<file path="config.mk">
export PLATFORM = sky130hd
export DESIGN_NAME = inst_loader_flat
export DESIGN_NICKNAME = d
export VERILOG_FILES = /design/src/rtl/inst_loader_pkg.sv /design/src/rtl/inst_loader_if.sv /design/src/rtl/inst_loader_word_packer.sv /design/src/rtl/inst_loader.sv /design/src/flat_wrapper.sv
export SDC_FILE = /design/constraint.sdc
export NUM_CORES = 1
export LEC_CHECK = 0
export CAP_MARGIN = 30
export CORE_ASPECT_RATIO = 0.5
export CORE_MARGIN = 1
export CORE_UTILIZATION = 45
export DETAILED_ROUTE_END_ITERATION = 12
export GPL_ROUTABILITY_DRIVEN = 1
export PLACE_DENSITY_LB_ADDON = 0.2
export SLEW_MARGIN = 15
export SYNTH_ARGS = -nofsm -noshare
export SYNTH_HDL_FRONTEND = slang
export SYNTH_SLANG_ARGS = --single-unit
</file>
<file path="constraint.sdc">
create_clock -name clk -period 2.5 [get_ports clk]
set_clock_uncertainty 0.2 [all_clocks]
set_input_delay 0.375 -clock clk [delete_from_list [all_inputs] [get_ports clk]]
set_output_delay 0.375 -clock clk [all_outputs]
set_load 0.02 [all_outputs]
</file>
<file path="src/rtl/inst_loader_pkg.sv">
// inst_loader_pkg: shared constants for the boot-time program loader.
//   REGWIDTH   - instruction word width
//   HDR_WIDTH  - width of the little-endian word-count header
//   S_*        - 3-bit loader state encodings
//   hdr_too_big() - 17-bit comparison of the header count against memory size
package inst_loader_pkg;

  localparam int unsigned REGWIDTH  = 32;
  localparam int unsigned HDR_WIDTH = 16;

  localparam logic [2:0] S_IDLE  = 3'd0;
  localparam logic [2:0] S_HDR0  = 3'd1;
  localparam logic [2:0] S_HDR1  = 3'd2;
  localparam logic [2:0] S_DATA  = 3'd3;
  localparam logic [2:0] S_FLUSH = 3'd4;
  localparam logic [2:0] S_DONE  = 3'd5;
  localparam logic [2:0] S_ERR   = 3'd6;

  // True when the requested word count exceeds 2^aw words (aw <= 16).
  function automatic logic hdr_too_big(input logic [HDR_WIDTH-1:0] n,
                                       input int unsigned aw);
    return {1'b0, n} > (17'd1 << aw);
  endfunction

endpackage

</file>
<file path="src/rtl/inst_loader_if.sv">
// inst_loader_if: byte-stream input and instruction-memory write bus.
//   rx_data/rx_valid/rx_ready - byte handshake from the UART receiver
//   imem_we/imem_addr/imem_wdata - registered instruction-memory write port
//   master modport: the loader; slave modport: the surrounding system.
interface inst_loader_if
  import inst_loader_pkg::*;
#(
  parameter int unsigned ADDR_WIDTH = 14
);
  logic [7:0]            rx_data;
  logic                  rx_valid;
  logic                  rx_ready;
  logic                  imem_we;
  logic [ADDR_WIDTH-1:0] imem_addr;
  logic [REGWIDTH-1:0]   imem_wdata;

  modport master (
    input  rx_data, rx_valid,
    output rx_ready, imem_we, imem_addr, imem_wdata
  );

  modport slave (
    output rx_data, rx_valid,
    input  rx_ready, imem_we, imem_addr, imem_wdata
  );
endinterface

</file>
<file path="src/rtl/inst_loader_word_packer.sv">
// word_packer: assembles four LSB-first bytes into one 32-bit word.
//   clk, rst_n    - clock, asynchronous active-low reset
//   clear_i       - discard any partial word and restart at byte 0
//   byte_valid_i  - byte_i is consumed this cycle
//   byte_i        - incoming byte
//   word_valid_o  - pulse on the 4th byte of a word
//   word_o        - completed word {b3,b2,b1,b0}, valid with word_valid_o
module word_packer
  import inst_loader_pkg::*;
(
  input  logic                clk,
  input  logic                rst_n,
  input  logic                clear_i,
  input  logic                byte_valid_i,
  input  logic [7:0]          byte_i,
  output logic                word_valid_o,
  output logic [REGWIDTH-1:0] word_o
);
  logic [1:0]          cnt_q, cnt_d;
  logic [REGWIDTH-1:0] sr_q, sr_d;

  always_comb begin
    cnt_d = cnt_q;
    sr_d  = sr_q;
    if (clear_i) begin
      cnt_d = '0;
      sr_d  = '0;
    end else if (byte_valid_i) begin
      // Shift in at the top so the first byte ends up in bits [7:0].
      sr_d  = {byte_i, sr_q[REGWIDTH-1:8]};
      cnt_d = cnt_q + 2'd1;
    end
  end

  assign word_valid_o = byte_valid_i && !clear_i && (cnt_q == 2'd3);
  assign word_o       = {byte_i, sr_q[REGWIDTH-1:8]};

  always_ff @(posedge clk or negedge rst_n) begin
    if (!rst_n) begin
      cnt_q <= '0;
      sr_q  <= '0;
    end else begin
      cnt_q <= cnt_d;
      sr_q  <= sr_d;
    end
  end
endmodule

</file>
<file path="src/rtl/inst_loader.sv">
// inst_loader: loads a program image from a byte stream into instruction
// memory and holds the CPU in reset while loading.
//   clk, rst_n    - clock, asynchronous active-low reset
//   start         - begin a load (honoured in IDLE, DONE, ERR)
//   bus           - byte handshake in, instruction-memory write out
//   cpu_hold      - CPU reset request while a load is active or rejected
//   done, error   - outcome of the last load
//   words_loaded  - words written by the current or last load
module inst_loader
  import inst_loader_pkg::*;
#(
  parameter int unsigned ADDR_WIDTH = 14
)(
  input  logic                clk,
  input  logic                rst_n,
  input  logic                start,
  inst_loader_if.master       bus,
  output logic                cpu_hold,
  output logic                done,
  output logic                error,
  output logic [ADDR_WIDTH:0] words_loaded
);
  logic [2:0]            state_q, state_d;
  logic [HDR_WIDTH-1:0]  n_q, n_d;
  logic [ADDR_WIDTH:0]   widx_q, widx_d;
  logic                  we_q, we_d;
  logic [ADDR_WIDTH-1:0] addr_q, addr_d;
  logic [REGWIDTH-1:0]   wdata_q, wdata_d;

  logic                  accept;
  logic                  start_ok;
  logic                  pk_valid;
  logic                  word_valid;
  logic [REGWIDTH-1:0]   word;
  logic [HDR_WIDTH-1:0]  n_full;

  assign bus.rx_ready = (state_q == S_HDR0) || (state_q == S_HDR1) ||
                        (state_q == S_DATA) || (state_q == S_ERR);
  assign accept   = bus.rx_valid && bus.rx_ready;
  assign start_ok = start && ((state_q == S_IDLE) || (state_q == S_DONE) ||
                              (state_q == S_ERR));
  // Bytes drained in ERR never reach the packer.
  assign pk_valid = accept && (state_q == S_DATA);
  assign n_full   = {bus.rx_data, n_q[7:0]};

  word_packer u_packer (
    .clk          (clk),
    .rst_n        (rst_n),
    .clear_i      (start_ok),
    .byte_valid_i (pk_valid),
    .byte_i       (bus.rx_data),
    .word_valid_o (word_valid),
    .word_o       (word)
  );

  always_comb begin
    state_d = state_q;
    n_d     = n_q;
    widx_d  = widx_q;
    we_d    = 1'b0;
    addr_d  = addr_q;
    wdata_d = wdata_q;
    case (state_q)
      S_IDLE, S_DONE, S_ERR: begin
        if (start) begin
          state_d = S_HDR0;
          widx_d  = '0;
          n_d     = '0;
        end
      end
      S_HDR0: begin
        if (accept) begin
          n_d[7:0] = bus.rx_data;
          state_d  = S_HDR1;
        end
      end
      S_HDR1: begin
        if (accept) begin
          n_d = n_full;
          if (n_full == '0)                         state_d = S_DONE;
          else if (hdr_too_big(n_full, ADDR_WIDTH)) state_d = S_ERR;
          else                                      state_d = S_DATA;
        end
      end
      S_DATA: begin
        if (word_valid) begin
          we_d    = 1'b1;
          addr_d  = widx_q[ADDR_WIDTH-1:0];
          wdata_d = word;
          widx_d  = widx_q + {{ADDR_WIDTH{1'b0}}, 1'b1};
          // Last word when index+1 reaches N (compared at 17 bits).
          if (17'(widx_q) + 17'd1 == {1'b0, n_q}) state_d = S_FLUSH;
        end
      end
      S_FLUSH: state_d = S_DONE;
      default: state_d = S_IDLE;
    endcase
  end

  always_ff @(posedge clk or negedge rst_n) begin
    if (!rst_n) begin
      state_q <= S_IDLE;
      n_q     <= '0;
      widx_q  <= '0;
      we_q    <= 1'b0;
      addr_q  <= '0;
      wdata_q <= '0;
    end else begin
      state_q <= state_d;
      n_q     <= n_d;
      widx_q  <= widx_d;
      we_q    <= we_d;
      addr_q  <= addr_d;
      wdata_q <= wdata_d;
    end
  end

  assign bus.imem_we    = we_q;
  assign bus.imem_addr  = addr_q;
  assign bus.imem_wdata = wdata_q;
  assign words_loaded   = widx_q;
  assign done           = (state_q == S_DONE);
  assign error          = (state_q == S_ERR);
  assign cpu_hold       = (state_q == S_HDR0) || (state_q == S_HDR1) ||
                          (state_q == S_DATA) || (state_q == S_FLUSH) ||
                          (state_q == S_ERR);
endmodule
</file>
<file path="src/flat_wrapper.sv">
// flat-port wrapper written by rule: the top's interface ports become plain ports
module inst_loader_flat import inst_loader_pkg::*;
#(
  parameter int unsigned ADDR_WIDTH = 14
)
  (clk, rst_n, start, cpu_hold, done, error, words_loaded, bus_rx_data, bus_rx_valid, bus_rx_ready, bus_imem_we, bus_imem_addr, bus_imem_wdata);
  inst_loader_if #(.ADDR_WIDTH(ADDR_WIDTH)) bus_i ();
  input  logic clk;
  input  logic rst_n;
  input  logic start;
  output logic cpu_hold;
  output logic done;
  output logic error;
  output logic [ADDR_WIDTH:0] words_loaded;
  input wire logic [$bits(bus_i.rx_data)-1:0] bus_rx_data;
  input wire logic [$bits(bus_i.rx_valid)-1:0] bus_rx_valid;
  output wire logic [$bits(bus_i.rx_ready)-1:0] bus_rx_ready;
  output wire logic [$bits(bus_i.imem_we)-1:0] bus_imem_we;
  output wire logic [$bits(bus_i.imem_addr)-1:0] bus_imem_addr;
  output wire logic [$bits(bus_i.imem_wdata)-1:0] bus_imem_wdata;
  assign bus_i.rx_data = bus_rx_data;
  assign bus_i.rx_valid = bus_rx_valid;
  assign bus_rx_ready = bus_i.rx_ready;
  assign bus_imem_we = bus_i.imem_we;
  assign bus_imem_addr = bus_i.imem_addr;
  assign bus_imem_wdata = bus_i.imem_wdata;
  inst_loader #(.ADDR_WIDTH(ADDR_WIDTH)) u_core (.clk(clk), .rst_n(rst_n), .start(start), .bus(bus_i), .cpu_hold(cpu_hold), .done(done), .error(error), .words_loaded(words_loaded));
endmodule
</file>
# --- Yosys cells after proc, flatten, opt, wreduce, memory -nomap -nowiden ---
# Index checks and enable logic that the tools add are counted.
op_classes:
  addsub: 3
  n_mul: 0
  div: 0
  magnitude_cmp: 1
  n_eq_ne: 13
  shift: 0
  muxes: 22
  bitwise_logic: 1
  n_reduce_logical: 25
op_table:
  columns: ["cell", "count"]
  rows:
  - ["32-bit two-way mux", 2]
  - ["16-bit two-way mux", 2]
  - ["15-bit two-way mux", 2]
  - ["15-bit case mux with 2 select lines", 1]
  - ["8-bit case mux with 3 select lines", 1]
  - ["3-bit two-way mux", 7]
  - ["17-bit by 16-bit == test with 1-bit output", 1]
  - ["15-bit by 1-bit adder with 16-bit output, second input constant", 1]
  - ["16-bit by 15-bit > comparator with 1-bit output, second input constant", 1]
  - ["16-bit zero test", 1]
  - ["8-bit case mux with 2 select lines", 1]
  - ["15-bit by 1-bit adder with 15-bit output, second input constant", 1]
  - ["3-bit case mux with 5 select lines", 1]
  - ["3-bit == test, second input constant", 3]
  - ["8-bit two-way mux", 1]
  - ["2-bit nonzero test", 4]
  - ["1-bit logical OR", 7]
  - ["3-bit by 2-bit == test with 1-bit output, second input constant", 2]
  - ["2-bit != test, second input constant", 3]
  - ["3-bit AND reduction", 2]
  - ["1-bit logical AND", 5]
  - ["5-bit AND reduction", 1]
  - ["2-bit two-way mux", 2]
  - ["2-bit by 1-bit != test with 1-bit output, second input constant", 2]
  - ["other kinds (10)", 11]
totals:
  ff_bits: 115
  latchBits: 0
  mem_bits_rw: 0
  mem_bits_ro: 0
  input_bits: 12
  out_inout_bits: 66
  word_cells: 74
  memories: 0

# --- Logic depth before layout (Yosys ltp) ---
depth:
  ltp_word: 10
  depth_mapped: 9
  depth_no_buf: 7

# --- Hierarchy ---
# From an unflattened synthesis, not the netlist that was laid out.
hier_totals:
  hier_cells: 569
  hier_area_um2: 5113.7
modules_own_cells:
  columns: ["mod", "instances", "cells_per_inst", "area_per_inst_um2", "seq_area_each_um2"]
  rows:
  - ["inst_loader", 1, 474, 3957.5, 2026.9]
  - ["word_packer", 1, 95, 1156.1, 650.6]

# --- Worst setup path before layout ---
# OpenSTA, ideal clock, no wires.
synth_timing:
  path_kind: "reg-to-reg"
  start: "reg u_core.widx_q[0], in the netlist u_core.words_loaded[0]"
  end: "reg u_core.state_q[1]"
  setup_ns: 0.135
  arrival_ns: 2.481
  required_time_ns: 2.165
  setup_slack_ns: -0.316
  stages_incl_launch_ff: 9
  path_buffers: 1
  synth_period_minus_slack_ns: 2.816
  cell_sequence: "dfrtp_1 -> ha_1 -> and3_1 -> clkbuf_1 -> nand3_1 -> a221o_1 -> a2111o_1 -> nor4_2 -> o31ai_1"
synth_via:
  elab_chain_len: 4
synth_lines:
  columns: ["element", "line", "source"]
  rows:
  - ["start: declaration", "inst_loader.sv:25", "logic [ADDR_WIDTH:0] widx_q, widx_d;"]
  - ["start signal: assignment", "inst_loader.sv:111", "widx_q <= widx_d;"]
  - ["15-bit by 1-bit adder with 16-bit output", "inst_loader.sv:92", "if (17'(widx_q) + 17'd1 == {1'b0, n_q}) state_d = S_FLUSH;"]
  - ["17-bit by 16-bit == test with 1-bit output", "inst_loader.sv:92", null]
  - ["2-bit != test (no line)", null, null]
  - ["5-bit AND reduction (no line)", null, null]
  - ["end signal: assignment", "inst_loader.sv:109", "state_q <= state_d;"]
  - ["end: declaration", "inst_loader.sv:23", "logic [2:0] state_q, state_d;"]
# Every way passes these cells.
# A chain may end at the register's enable or synchronous reset.

# --- Worst setup path after layout ---
# Same ends and word-level chain as after synthesis.

==> results.cfg <==
[die]
die_y_um = 76.1
die_w_um = 150
fp-row-count = 26
die_area_sq_um = 11400
initial_utilization_pct = 47.3
coreArea_sq_um = 10400
ios = 78

[setup_path]
critPathTopFamily = compound AO/OA/AOI/OAI gates
r2r-start = u_core.words_loaded[0]$_DFFE_PN0P_
crit_chain = ha_4 > and3_4 > a21o_1 > a221o_1 > a2111o_1 > nor4_2 > buf_4 > o31ai_2
slowest_stage = dfrtp_2
regToRegEndpoint = u_core.state_q[1]$_DFFE_PN0P_
cp.buffers_inverters = 1
slowest_delay_ps = 460
start_kind = flop
critical_path_class = flop to flop
path_depth = 8
critPathCaptureType = flop
crit_fanout = 5
reg2regPathDepth = 8
reg2reg_slack_ps = 3
critical_path_arrival_ps = 2520
required_ps = 2530

[global_route]
grt_max_degree = 67
grt_pass1_vias = 3887
grt_use_met3_pct = 5.27
antenna_found_initial = 0
gr-total-overflow = 0
grt_pass1_wl_um = 20300
gr-max-usage-layer = met2
grtUsageMet1_pct = 33.3
grt_usage_pct = 23.0
met2_usage_pct = 34.6

[finish]
drive_gt1_share_pct = 17.6
layout-area-overhead-vs-synth_pct = 32.5
utilization_pct = 62.6
layoutNonFillerInstCount = 737
diodes = 0
n_fill_cell = 882
nets = 606
final_cell_area_sq_um = 6540

[clocking]
cts_tree = built
insertion_delay_ps = 350
clock_sinks = 107
clock_path_buffers = 2
root_buffer = clkbuf_16
clk_pin_slew_ps = 80
htree_levels = 3
cts_buffers = 9

[placement]
dpl.hpwl_um = 8490
place_area_sq_um = 6140
placed_cells = 714
place_congestion = 0.861
io_buffers = 77

[sta]
worst_pin_slew_ps = 522
setup_viol = 0
hold_viol_final = 0
fmax_ghz = 0.400
layout_min_cycle_time_ps = 2500
rsz0062_at_grt = true
fin_setup_tns_ps = 0
relSlewSlack_pct = 64.7
finalCritPeriodShare_pct = 99.9
slew_violations = 0

[logic_synthesis]
synth_nets = 499
yosys_warnings = 0
ys.flop_type = dfrtp_1
ys_seq_area_share_pct = 54.3
avgSynthCellArea_sq_um = 10.2
synth-edff-count = 0
async_flop_share_pct = 100
syn_inst = 485
synth.distinct_cells = 52
ys_seq_elements = 107
synthesis.area_sq_um = 4930

[route]
via_count = 4044
antenna_left = 0
drtIter0Drc = 213
drc = 0
dr.pass1.iters = 5
totalWireLength_um = 12200
routed_via_density = 5.49
wl_per_cell_um = 16.6

[pwr]
peakVddDrop_uv = 618
p_leak_nw = 3.03
power_density_nw_per_um2 = 982

[min_path]
holdPathEnd = u_core.bus.imem_wdata[4]$_DFFE_PN0P_
hold_depth = 2
hold_start = u_core.bus.imem_wdata[4]$_DFFE_PN0P_
hold_class = flop to flop

[run]
maxCapViolations = 0

[run_status]
outcome = completed
==> worst max-delay path by stage <==
stage | startpoint | to | slack [ps]
2_1_floorplan | u_core.words_loaded[0]$_DFFE_PN0P_ | u_core.state_q[1]$_DFFE_PN0P_ | -30
3_3_place_gp | u_core.words_loaded[1]$_DFFE_PN0P_ | u_core.state_q[1]$_DFFE_PN0P_ | 20
3_5_place_dp | u_core.words_loaded[1]$_DFFE_PN0P_ | u_core.state_q[1]$_DFFE_PN0P_ | -40
4_1_cts | u_core.words_loaded[0]$_DFFE_PN0P_ | u_core.state_q[1]$_DFFE_PN0P_ | -20
5_1_grt | u_core.words_loaded[0]$_DFFE_PN0P_ | u_core.state_q[1]$_DFFE_PN0P_ | -90
6_report | u_core.words_loaded[0]$_DFFE_PN0P_ | u_core.state_q[1]$_DFFE_PN0P_ | 3
==> Yosys cell counts (3+ instances only) <==
cell type	count	share of area, %
a211o_1	3	0.53
a21oi_1	9	0.91
a22o_1	34	6.0
a41oi_1	3	0.53
and2_1	3	0.38
and3_1	4	0.51
buf_1	5	0.38
buf_2	3	0.30
clkbuf_1	23	1.7
dfrtp_1	107	54
inv_1	14	1.1
mux2_2	21	4.8
nand2_1	92	7.0
nand2b_1	6	0.76
nand3_1	17	1.7
nand4_1	3	0.38
nor2_1	25	1.9
nor2b_1	5	0.63
nor3_1	5	0.51
nor4_1	5	0.63
o21ai_0	27	2.7
o21ai_1	7	0.71
o22ai_1	3	0.38
o31ai_1	8	1.2
o41ai_1	4	0.71
xnor2_1	10	1.8
xor2_1	4	0.71
==> worst min-delay path: stages, from the launching register on <==
cell,delay [ps]
dfrtp_1,350
nand2_1,50
nand2_1,60
==> per-stage QoR <==
stage	hold slack, ps	setup WS (ps)	total power [mW]
after CTS	281	-24.6	6.44
after global routing	310	-90.7	6.79
after floorplan	-121	-31.6	3.99
final	283	2.66	6.42
after global placement	121	22.6	4.91
after detailed placement	124	-37.6	4.96
==> area by class of cell <==
class,instances,area (sq um),share of cell area (%)
Clock buffer,9,225,3.44
Inverter,15,56.3,0.861
Multi-Input combinational cell,332,2130,32.6
Tap cell,140,175,2.68
Sequential cell,107,2680,41.1
Timing Repair Buffer,127,1180,18.1
Clock inverter,7,80.1,1.22
==> registers in the layout, summed over array words and instances, names as in the netlist <==
signal,flops
u_core.bus.imem_addr,14
u_core.bus.imem_wdata,32
u_core.state_q,3
u_core.u_packer.sr_q,24
u_core.n_q,16
u_core.bus.imem_we,1
u_core.u_packer.cnt_q,2
u_core.words_loaded,15
==> logic make-up (layout without fill, tap and decap cells) <==
logic type,after synthesis,after routing,synth area share (%)
buffers and inverters,46,158,3.57
AND/OR/NAND/NOR,179,179,17.1
XOR/XNOR,15,15,3.04
adder cells (fa/ha/maj),2,2,0.507
flip-flops,107,107,54.3
multiplexers,23,23,5.20
AO/OA/AOI/OAI,113,113,16.4
==> power by group <==
group | internal [mW] | switching [mW]
combinational | 1.13 | 1.19
clock | 0.715 | 0.712
sequential | 2.23 | 0.444
==> layer usage <==
layer	up-vias	part of all wire, %
met5	-	0
li1	1951	-
met1	1947	49
met4	0	1.4
met2	129	44
met3	17	5.9
==> cells in the final DEF (no fill, tap or decap), types with 3 or more instances in the layout <==
master | Yosys | final
dfrtp_1 | 107 | 102
nand2_1 | 92 | 91
clkdlybuf4s50_1 | 0 | 76
buf_4 | 0 | 46
a22o_1 | 34 | 34
o21ai_0 | 27 | 27
nor2_1 | 25 | 25
mux2_2 | 21 | 21
nand3_1 | 17 | 17
inv_1 | 14 | 14
xnor2_1 | 10 | 10
clkbuf_16 | 0 | 9
a21oi_1 | 9 | 8
o21ai_1 | 7 | 7
o31ai_1 | 8 | 7
nand2b_1 | 6 | 6
nor3_1 | 5 | 5
nor2b_1 | 5 | 5
dfrtp_2 | 0 | 5
xor2_1 | 4 | 4
o41ai_1 | 4 | 4
nor4_1 | 5 | 4
o22ai_1 | 3 | 3
and3_1 | 4 | 3
nand4_1 | 3 | 3
and2_1 | 3 | 3
a41oi_1 | 3 | 3
a211o_1 | 3 | 3
inv_8 | 0 | 3
buf_12 | 0 | 3
==> timing repair <==
action,CTS,global route
hold endpoints to repair,26,0
gates resized for setup,4,3
hold buffers,1,0
endpoints found under the setup margin,2,4
buffers inserted,2,3
pin swaps,0,2
(Power assumes the default switching activity.)
